[config.mk]
export PLATFORM = sky130hd
export DESIGN_NAME = sram_uart_tx_interface_flat
export DESIGN_NICKNAME = d
export VERILOG_FILES = /design/src/rtl/sram_uart_tx_interface_if.sv /design/src/rtl/sram_uart_tx_interface.sv /design/src/flat_wrapper.sv
export SDC_FILE = /design/constraint.sdc
export NUM_CORES = 1
export LEC_CHECK = 0
export ABC_CLOCK_PERIOD_IN_PS = 2800
export BUFFER_PORTS_ARGS = -buffer_cell sky130_fd_sc_hd__clkbuf_2
export CORE_ASPECT_RATIO = 1.2
export CORE_MARGIN = 2
export CORE_UTILIZATION = 45
export DETAILED_ROUTE_END_ITERATION = 16
export PLACE_DENSITY = 0.77
export SYNTH_ARGS = -nofsm -noshare
export SYNTH_HDL_FRONTEND = slang
export SYNTH_SLANG_ARGS = --single-unit
[constraint.sdc]
create_clock -name Clock -period 2.8 [get_ports Clock]
set_input_delay 0.56 -clock Clock [delete_from_list [all_inputs] [get_ports Clock]]
set_output_delay 0.56 -clock Clock [all_outputs]
set_load 0.01 [all_outputs]
[src/rtl/sram_uart_tx_interface_if.sv]
// Bus bundle between the SRAM-to-UART transmitter and its surroundings.
// slave = transmitter side, master = controller/SRAM/line side.
interface sram_uart_tx_interface_if;
  logic        Start;
  logic [17:0] Base_address;
  logic [17:0] Word_count;
  logic [15:0] SRAM_read_data;
  logic [17:0] SRAM_address;
  logic [15:0] SRAM_write_data;
  logic        SRAM_we_n;
  logic        UART_TX_O;
  logic        Busy;
  logic        Done;

  modport slave (
    input  Start, Base_address, Word_count, SRAM_read_data,
    output SRAM_address, SRAM_write_data, SRAM_we_n, UART_TX_O, Busy, Done
  );

  modport master (
    output Start, Base_address, Word_count, SRAM_read_data,
    input  SRAM_address, SRAM_write_data, SRAM_we_n, UART_TX_O, Busy, Done
  );
endinterface

[src/rtl/sram_uart_tx_interface.sv]
// Reads Word_count 16-bit words from SRAM and sends each as two UART bytes (high first).
// Define SRAM_UART_TX_PARITY_EN for 8E1 frames; default build sends 8N1.
module sram_uart_tx_interface #(
  parameter int unsigned CLOCKS_PER_BIT = 434
) (
  input  logic                       Clock,
  input  logic                       Reset,
  sram_uart_tx_interface_if.slave    bus,
  output logic [2:0]                 dbg_state_o
);

  // Handshake: Start is a request sampled only while idle; Busy covers the
  // whole transfer and Done pulses for exactly one cycle when it ends.

  typedef enum logic [2:0] {
    S_TX_IDLE   = 3'd0,
    S_TX_RD0    = 3'd1,
    S_TX_RD1    = 3'd2,
    S_TX_RD2    = 3'd3,
    S_TX_START  = 3'd4,
    S_TX_DATA   = 3'd5,
`ifdef SRAM_UART_TX_PARITY_EN
    S_TX_PARITY = 3'd6,
`endif
    S_TX_STOP   = 3'd7
  } state_t;

  localparam logic [15:0] LAST_CNT = 16'(CLOCKS_PER_BIT - 1);

  state_t      state_q, state_d;
  logic [17:0] addr_q, addr_d;
  logic [17:0] cnt_q, cnt_d;
  logic [15:0] word_q, word_d;
  logic        byte_sel_q, byte_sel_d;
  logic [15:0] bit_cnt_q, bit_cnt_d;
  logic [2:0]  bit_idx_q, bit_idx_d;
  logic        tx_q, tx_d;
  logic        busy_q, busy_d;
  logic        done_q, done_d;
  logic [7:0]  cur_byte_d;
  logic        bit_last;

  assign bit_last = (bit_cnt_q == LAST_CNT);

  always_ff @(posedge Clock or posedge Reset) begin
    if (Reset) begin
      state_q    <= S_TX_IDLE;
      addr_q     <= '0;
      cnt_q      <= '0;
      word_q     <= '0;
      byte_sel_q <= 1'b0;
      bit_cnt_q  <= '0;
      bit_idx_q  <= '0;
      tx_q       <= 1'b1;
      busy_q     <= 1'b0;
      done_q     <= 1'b0;
    end else begin
      state_q    <= state_d;
      addr_q     <= addr_d;
      cnt_q      <= cnt_d;
      word_q     <= word_d;
      byte_sel_q <= byte_sel_d;
      bit_cnt_q  <= bit_cnt_d;
      bit_idx_q  <= bit_idx_d;
      tx_q       <= tx_d;
      busy_q     <= busy_d;
      done_q     <= done_d;
    end
  end

  always_comb begin
    state_d    = state_q;
    addr_d     = addr_q;
    cnt_d      = cnt_q;
    word_d     = word_q;
    byte_sel_d = byte_sel_q;
    bit_cnt_d  = bit_cnt_q;
    bit_idx_d  = bit_idx_q;
    busy_d     = busy_q;
    done_d     = 1'b0;
    tx_d       = 1'b1;
    cur_byte_d = 8'h00;

    case (state_q)
      S_TX_IDLE: begin
        if (bus.Start) begin
          if (bus.Word_count != 18'd0) begin
            addr_d  = bus.Base_address;
            cnt_d   = bus.Word_count;
            busy_d  = 1'b1;
            state_d = S_TX_RD0;
          end else begin
            done_d = 1'b1;
          end
        end
      end
      S_TX_RD0: state_d = S_TX_RD1;
      S_TX_RD1: state_d = S_TX_RD2;
      S_TX_RD2: begin
        // SRAM data for the address presented in RD0 arrives here.
        word_d     = bus.SRAM_read_data;
        byte_sel_d = 1'b0;
        bit_cnt_d  = '0;
        state_d    = S_TX_START;
      end
      S_TX_START: begin
        if (bit_last) begin
          bit_cnt_d = '0;
          bit_idx_d = '0;
          state_d   = S_TX_DATA;
        end else begin
          bit_cnt_d = bit_cnt_q + 16'd1;
        end
      end
      S_TX_DATA: begin
        if (bit_last) begin
          bit_cnt_d = '0;
          if (bit_idx_q == 3'd7) begin
`ifdef SRAM_UART_TX_PARITY_EN
            state_d = S_TX_PARITY;
`else
            state_d = S_TX_STOP;
`endif
          end else begin
            bit_idx_d = bit_idx_q + 3'd1;
          end
        end else begin
          bit_cnt_d = bit_cnt_q + 16'd1;
        end
      end
`ifdef SRAM_UART_TX_PARITY_EN
      S_TX_PARITY: begin
        if (bit_last) begin
          bit_cnt_d = '0;
          state_d   = S_TX_STOP;
        end else begin
          bit_cnt_d = bit_cnt_q + 16'd1;
        end
      end
`endif
      S_TX_STOP: begin
        if (bit_last) begin
          bit_cnt_d = '0;
          bit_idx_d = '0;
          if (!byte_sel_q) begin
            byte_sel_d = 1'b1;
            state_d    = S_TX_START;
          end else if (cnt_q != 18'd1) begin
            addr_d     = addr_q + 18'd1;
            cnt_d      = cnt_q - 18'd1;
            byte_sel_d = 1'b0;
            state_d    = S_TX_RD0;
          end else begin
            done_d     = 1'b1;
            busy_d     = 1'b0;
            byte_sel_d = 1'b0;
            state_d    = S_TX_IDLE;
          end
        end else begin
          bit_cnt_d = bit_cnt_q + 16'd1;
        end
      end
      default: state_d = S_TX_IDLE;
    endcase

    // The line register is loaded with the bit that belongs to the next state,
    // so the serial output changes exactly on the state transition edge.
    cur_byte_d = byte_sel_d ? word_d[7:0] : word_d[15:8];
    case (state_d)
      S_TX_START:  tx_d = 1'b0;
      S_TX_DATA:   tx_d = cur_byte_d[bit_idx_d];
`ifdef SRAM_UART_TX_PARITY_EN
      S_TX_PARITY: tx_d = ^cur_byte_d;
`endif
      default:     tx_d = 1'b1;
    endcase
  end

  assign bus.SRAM_address    = addr_q;
  assign bus.SRAM_write_data = 16'd0;
  assign bus.SRAM_we_n       = 1'b1;
  assign bus.UART_TX_O       = tx_q;
  assign bus.Busy            = busy_q;
  assign bus.Done            = done_q;
  assign dbg_state_o         = state_q;

endmodule

[src/flat_wrapper.sv]
// flat-port wrapper written by rule: the top's interface ports become plain ports
module sram_uart_tx_interface_flat 
#(
  parameter int unsigned CLOCKS_PER_BIT = 434
)
  (Clock, Reset, dbg_state_o, bus_Start, bus_Base_address, bus_Word_count, bus_SRAM_read_data, bus_SRAM_address, bus_SRAM_write_data, bus_SRAM_we_n, bus_UART_TX_O, bus_Busy, bus_Done);
  sram_uart_tx_interface_if bus_i ();
  input  logic Clock;
  input  logic Reset;
  output logic [2:0] dbg_state_o;
  input wire logic [$bits(bus_i.Start)-1:0] bus_Start;
  input wire logic [$bits(bus_i.Base_address)-1:0] bus_Base_address;
  input wire logic [$bits(bus_i.Word_count)-1:0] bus_Word_count;
  input wire logic [$bits(bus_i.SRAM_read_data)-1:0] bus_SRAM_read_data;
  output wire logic [$bits(bus_i.SRAM_address)-1:0] bus_SRAM_address;
  output wire logic [$bits(bus_i.SRAM_write_data)-1:0] bus_SRAM_write_data;
  output wire logic [$bits(bus_i.SRAM_we_n)-1:0] bus_SRAM_we_n;
  output wire logic [$bits(bus_i.UART_TX_O)-1:0] bus_UART_TX_O;
  output wire logic [$bits(bus_i.Busy)-1:0] bus_Busy;
  output wire logic [$bits(bus_i.Done)-1:0] bus_Done;
  assign bus_i.Start = bus_Start;
  assign bus_i.Base_address = bus_Base_address;
  assign bus_i.Word_count = bus_Word_count;
  assign bus_i.SRAM_read_data = bus_SRAM_read_data;
  assign bus_SRAM_address = bus_i.SRAM_address;
  assign bus_SRAM_write_data = bus_i.SRAM_write_data;
  assign bus_SRAM_we_n = bus_i.SRAM_we_n;
  assign bus_UART_TX_O = bus_i.UART_TX_O;
  assign bus_Busy = bus_i.Busy;
  assign bus_Done = bus_i.Done;
  sram_uart_tx_interface #(.CLOCKS_PER_BIT(CLOCKS_PER_BIT)) u_core (.Clock(Clock), .Reset(Reset), .bus(bus_i), .dbg_state_o(dbg_state_o));
endmodule
# Word level (Yosys, flattened, before mapping)
# Cells that the tools add are included.
# totals
regBits	78
input_bits	55
out_inout_bits	41
# op_classes
add_sub_neg	4
order_cmp	1
eq_ne	17
mux	47
reduce_logical	8
# ops
operator	n
two-way mux 18 bit	10
one-hot mux 18 bit (2 select lines)	2
two-way mux 16 bit	2
one-hot mux 16 bit (2 select lines)	1
two-way mux 3 bit	10
one-hot mux 3 bit (7 select lines)	1
adder 18 x 1 -> 18 bit, second input constant	1
== test 3 bit, second input constant	6
inequality test 18 x 1 -> 1 bit, second input constant	1
nonzero test 18 bit	1
subtractor 18 x 1 -> 18 bit, second input constant	1
adder 16 x 1 -> 16 bit, second input constant	1
== test 16 x 9 -> 1 bit, second input constant	1
two-way mux 1 bit	14
AND reduction 6 bit	2
two-way mux 8 bit	1
inequality test 2 x 1 -> 1 bit, second input constant	4
one-hot mux 1 bit (2 select lines)	4
== test 3 x 2 -> 1 bit, second input constant	2
one-hot mux 3 bit (2 select lines)	1
< comparator 3 x 4 -> 1 bit, second input constant	1
inequality test 2 bit, second input constant	2
nonzero test 2 bit	2
adder 3 x 1 -> 3 bit, second input constant	1
other kinds (5)	5

# Depth between registers and ports, before layout
# depth
word_depth	7
ltp_mapped	12
depth_no_buf	10

# Least setup slack after synthesis
# OpenSTA, ideal clock, no wires.
# synth_timing
path_kind	register to register
start	register u_core.bit_cnt_q[0]
end	register u_core.tx_q, in the netlist u_core.bus.UART_TX_O
arrival_ns	2.396
path_slack_ns	0.343
path_stages_with_launch	12
n_path_buf	2
cell_sequence	dfrtp_1 ha_1 and4b_1 and4_1 buf_6 a31oi_1 o2bb2ai_2 buf_6 or4_4 a22oi_2 a211o_1 a32o_2
# synth_between
elab_cells_between_ends	16
# synth_rtl
item	line	text
start, declared	sram_uart_tx_interface.sv:35	logic [15:0] bit_cnt_q, bit_cnt_d;
start signal, assigned	sram_uart_tx_interface.sv:63	bit_cnt_q <= bit_cnt_d;
== test 16 x 9 -> 1 bit (*)	sram_uart_tx_interface.sv:43	assign bit_last = (bit_cnt_q == LAST_CNT);
two-way mux 3 bit, on equally long branches	sram_uart_tx_interface.sv:107, sram_uart_tx_interface.sv:142, sram_uart_tx_interface.sv:116	
one-hot mux 3 bit (2 select lines) (*)	sram_uart_tx_interface.sv:84	case (state_q)
net u_core.bit_idx_d[2]	sram_uart_tx_interface.sv:36	logic [2:0] bit_idx_q, bit_idx_d;
binary-select mux 1 bit (select 3 bit) (*)	sram_uart_tx_interface.sv:171	S_TX_DATA: tx_d = cur_byte_d[bit_idx_d];
two-way mux 1 bit (implied by the code) (*)	sram_uart_tx_interface.sv:171	
one-hot mux 1 bit (2 select lines) (*)	sram_uart_tx_interface.sv:169	case (state_d)
net u_core.tx_d	sram_uart_tx_interface.sv:37	logic tx_q, tx_d;
end signal, assigned	sram_uart_tx_interface.sv:65	tx_q <= tx_d;
end, declared	sram_uart_tx_interface.sv:37	
# Mark *: on every way through the listed nets, which the timed path passes. The rest lies on a longest branch. The select of a mux whose other input is x is not followed.
# A chain may end at the register's enable or synchronous reset.

# Worst setup path in the final report
# layout_timing
start	register u_core.bit_cnt_q[0]
end	register u_core.tx_q, in the netlist u_core.bus.UART_TX_O
# layout_between
elab_chain_cells	7
elab_cells_between_ends	16
# layout_lines
item	line	text
== test 16 x 9 -> 1 bit (*)	sram_uart_tx_interface.sv:43	
two-way mux 1 bit	sram_uart_tx_interface.sv:142	if (bit_last) begin
one-hot mux 1 bit (2 select lines)	sram_uart_tx_interface.sv:84	
two-way mux 8 bit	sram_uart_tx_interface.sv:168	cur_byte_d = byte_sel_d ? word_d[7:0] : word_d[15:8];
binary-select mux 1 bit (select 3 bit)	sram_uart_tx_interface.sv:171	
two-way mux 1 bit (implied by the code)	sram_uart_tx_interface.sv:171	
one-hot mux 1 bit (2 select lines) (*)	sram_uart_tx_interface.sv:169	
net u_core.tx_d	sram_uart_tx_interface.sv:37	
# Marked as above.

==> flow_metrics.env <==
export IMPL_run_status="finished, final reports clean"
export IMPL_n_antenna_cell=0
export IMPL_post_synth_top_area_fraction_pct=41.1
export IMPL_tns_ns=0
export IMPL_io_pins=96
export IMPL_core_rowCount=40
export IMPL_wl_mm=12.0
export IMPL_clock_insertion_delay_worst_skew_ns=0.34
export IMPL_grt_antenna_before_repair=0
export IMPL_via_count=4520
export IMPL_finClkSkew_ns=0.00900
export IMPL_number_of_synthesized_flops_with_an_enable_pin=0
export IMPL_rsz_0062_raised_after_global_routing="false"
export IMPL_timing_hold_violations_final=0
export IMPL_grt_pass1_vias=4359
export IMPL_via_per_inst=6.03
export IMPL_report_final_slew_viol_count=0
export IMPL_syn_area_um2=4690
export IMPL_cp_slowest_stage_delay_ns=0.53
export IMPL_gp_routability_congestion=0.885
export IMPL_post_route_min_period_ns=2.63
export IMPL_clock_root_buffer="sky130_fd_sc_hd__clkbuf_16"
export IMPL_share_of_the_yosys_chip_area_belonging_to_registers_pct=41.6
export IMPL_cell_by_cell_trace_of_the_critical_path="ha_1 -> and4b_1 -> and4_2 -> a31oi_1 -> o2bb2ai_2 -> buf_4 -> or4_1 -> a22oi_1 -> a211o_1 -> a32o_2"
export IMPL_yosys_register_bits=78
export IMPL_syn_mean_instance_area_um2=8.64
export IMPL_postSynthCellCount=543
export IMPL_post_drt_wl_per_cell_um=15.9
export IMPL_share_seq_of_total_power_pct=43.8
export IMPL_cts_sink_count=78
export IMPL_p_comb_share_pct=6.4
export IMPL_die_w_um=97.2
export IMPL_cellPowerDensity_nw_per_um2=482
export IMPL_worst_ep_required_time_ns=3.07
export IMPL_layout_cells_most_common="sky130_fd_sc_hd__clkbuf_2"
export IMPL_drt_drc_violations_left=0
export IMPL_hpwl_mm=8.55
export IMPL_cellLeakagePower_nw=2.46
export IMPL_grt_max_degree=53
export IMPL_crit_share_post_route_pct=93.9
export IMPL_cp_end_kind="flip-flop"
export IMPL_power_share_clock_pct=49.7
export IMPL_setup_viol=0
export IMPL_gr_usage_all_layers_pct=21.4
export IMPL_grt_first_pass_wirelength_mm=20.0
export IMPL_post_synth_top_area_cell="sky130_fd_sc_hd__dfrtp_1"
export IMPL_yosys_cell_types_count=58
export IMPL_worst_slew_margin_rel_pct=58.6
export IMPL_crit_type="reg2reg"
export IMPL_die_area_um2=11300
export IMPL_cts_max_level=3
export IMPL_layout_area_overhead_vs_synth_pct=18.2
export IMPL_critical_path_slowest_cell="sky130_fd_sc_hd__or4_1"
export IMPL_numPortBuffers=78
export IMPL_worst_setup_hold_path_clk_slew_ns=0.06
export IMPL_cts_made_buffers=9
export IMPL_initial_core_util_pct=46.6
export IMPL_asyncSetResetFlopFracSynth_pct=100
export IMPL_cap_violations=0
export IMPL_vdd_ir_drop_max_mv=0.341
export IMPL_antenna_left=0
export IMPL_final_cell_mix="sky130_fd_sc_hd__clkbuf_2, sky130_fd_sc_hd__dfrtp_1, sky130_fd_sc_hd__o21ai_0"
export IMPL_drt_iter0_drc=291
export IMPL_timing_worst_slew_pin_value_ns=0.620
export IMPL_crit_path_start_kind="flip-flop"
export IMPL_finalCoreUtilization_pct=55.1
export IMPL_netlist_top_cells_area="sky130_fd_sc_hd__dfrtp_1, sky130_fd_sc_hd__o21ai_0, sky130_fd_sc_hd__a21oi_1"
export IMPL_cts_tree="yes"
export IMPL_synthFlopType="sky130_fd_sc_hd__dfrtp_1"
export IMPL_grt_overflow_total=0
export IMPL_core_area_um2=10100
export IMPL_p_int_w=0.00208
export IMPL_crit_fanout=11
export IMPL_number_of_buffers_on_the_longest_clock_path=2
export IMPL_arrival_ns=2.90
export IMPL_final_net_count=680
export IMPL_layout_cells_sized_above_1_pct=23.1
export IMPL_yosys_warnings=0
export IMPL_timing_hold_worst_class="in2async"
export IMPL_fmax_mhz=380
export IMPL_p_sw_w=0.000587
export IMPL_postCtsSetupRepairBufs=0
export IMPL_fp_dieH_um=116
export IMPL_fraction_of_power_spent_switching_nets_pct=22.0
export IMPL_detailedRoute_firstPassIterationCount=5
==> power by group through the flow <==
stage | registers [W] | logic, W | clock network (W)
finish | 0.00117 | 0.000172 | 0.00133
detailed placement | 0.00119 | 0.000171 | 0
global route | 0.00117 | 0.000194 | 0.00140
floorplan | 0.00119 | 0.000111 | 0
global placement | 0.00119 | 0.000168 | 0
CTS | 0.00117 | 0.000174 | 0.00136
==> timing repair <==
action | in CTS | in global routing
resized for setup | 0 | 1
setup endpoints to repair | 0 | 1
hold buffers | 0 | 0
==> registers in the layout, summed over array words and instances (netlist names) <==
name / count
u_core.bit_cnt_q: 16
u_core.cnt_q: 18
u_core.dbg_state_o: 3
u_core.bus.UART_TX_O: 1
u_core.bus.SRAM_address: 18
u_core.word_q: 16
u_core.bus.Done: 1
u_core.bus.Busy: 1
u_core.bit_idx_q: 3
u_core.byte_sel_q: 1
==> synth_stat cells (3+ instances only) <==
cell type	n
sky130_fd_sc_hd__a211oi_1	6
sky130_fd_sc_hd__o22ai_1	12
sky130_fd_sc_hd__xor2_1	3
sky130_fd_sc_hd__nand2b_1	3
sky130_fd_sc_hd__o32ai_1	7
sky130_fd_sc_hd__ha_1	6
sky130_fd_sc_hd__nand2_1	47
sky130_fd_sc_hd__clkbuf_1	26
sky130_fd_sc_hd__a31oi_1	6
sky130_fd_sc_hd__nand4_1	12
sky130_fd_sc_hd__dfrtp_1	77
sky130_fd_sc_hd__mux2_2	16
sky130_fd_sc_hd__nor4_1	5
sky130_fd_sc_hd__and2_1	3
sky130_fd_sc_hd__nor2_1	38
sky130_fd_sc_hd__o22a_1	4
sky130_fd_sc_hd__a22oi_1	9
sky130_fd_sc_hd__or3_1	6
sky130_fd_sc_hd__inv_1	17
sky130_fd_sc_hd__o31ai_1	8
sky130_fd_sc_hd__mux2i_1	7
sky130_fd_sc_hd__a21oi_1	52
sky130_fd_sc_hd__nor2b_1	3
sky130_fd_sc_hd__nor3_1	19
sky130_fd_sc_hd__and3_1	8
sky130_fd_sc_hd__o21ai_0	60
sky130_fd_sc_hd__nand3_1	24
sky130_fd_sc_hd__buf_4	18
==> routing by layer <==
metal / routed length (µm) / vias to the layer above / part of all wire (%) / global-route usage (%)
met5: 0 / - / 0 / 0
met3: 800 / 10 / 6.7 / 4.76
met2: 6020 / 179 / 50 / 37.5
met4: 92 / 0 / 0.77 / 7.04
met1: 5040 / 2193 / 42 / 26.5
li1: - / 2138 / - / -
==> cell type report <==
cell class | instances | area (µm²)
tap | 126 | 158
inverter | 17 | 63.8
clock inverter | 4 | 76.3
multi-input combinational | 414 | 2460
timing repair buffer | 99 | 561
fill | 943 | 4520
clock buffer | 12 | 267
sequential | 78 | 1950
==> critical path, delay by kind of cell, from the launching register on <==
family / cells / cell delay (ns)
AO/OA/AOI/OAI: 5 / 0.77
adder cells (fa/ha/maj): 1 / 0.21
buffers and inverters: 1 / 0.19
flip-flops: 1 / 0.43
AND/OR/NAND/NOR: 3 / 0.99
==> stage by stage <==
stage	area, µm²	power [W]	worst slack (ns)	cells	hold WS, ns
floorplan	4750	0.00130	0.247	558	0.448
detailed placement	5200	0.00136	0.185	734	0.481
global placement	5200	0.00136	0.274	734	0.471
finish	5540	0.00267	0.171	750	0.281
CTS	5540	0.00270	0.139	750	0.306
global route	5540	0.00276	0.0475	750	0.330
==> worst paths after layout <==
| kind | start | end | slack (ns) | cells past startpoint |
|---|---|---|---|---|
| min in group Clock | bus_Base_address[0] | u_core.bus.SRAM_address[0] | 0.46 | 3 |
| hold / removal | Reset | u_core.bus.SRAM_address[7] | 0.28 | 2 |
| hold reg to reg | u_core.cnt_q[17] | u_core.cnt_q[17] | 0.49 | 2 |
| max in group asynchronous | Reset | u_core.bus.UART_TX_O | 1.77 | 3 |
| setup / recovery | u_core.bit_cnt_q[0] | u_core.bus.UART_TX_O | 0.17 | 10 |
| setup reg to reg | u_core.bit_cnt_q[0] | u_core.bus.UART_TX_O | 0.17 | 10 |
==> kinds of logic after synthesis <==
group                    count (synthesis)  share of synthesized area (%)
AND/OR/NAND/NOR                        182                           19.6
multiplexers                            23                           5.34
buffers and inverters                   66                           7.10
XOR/XNOR                                 3                          0.560
other                                    2                          0.160
adder cells (fa/ha/maj)                  6                           1.60
AO/OA/AOI/OAI                          183                           24.0
flip-flops                              78                           41.6
Note: power is estimated with default switching activity, not from simulation.
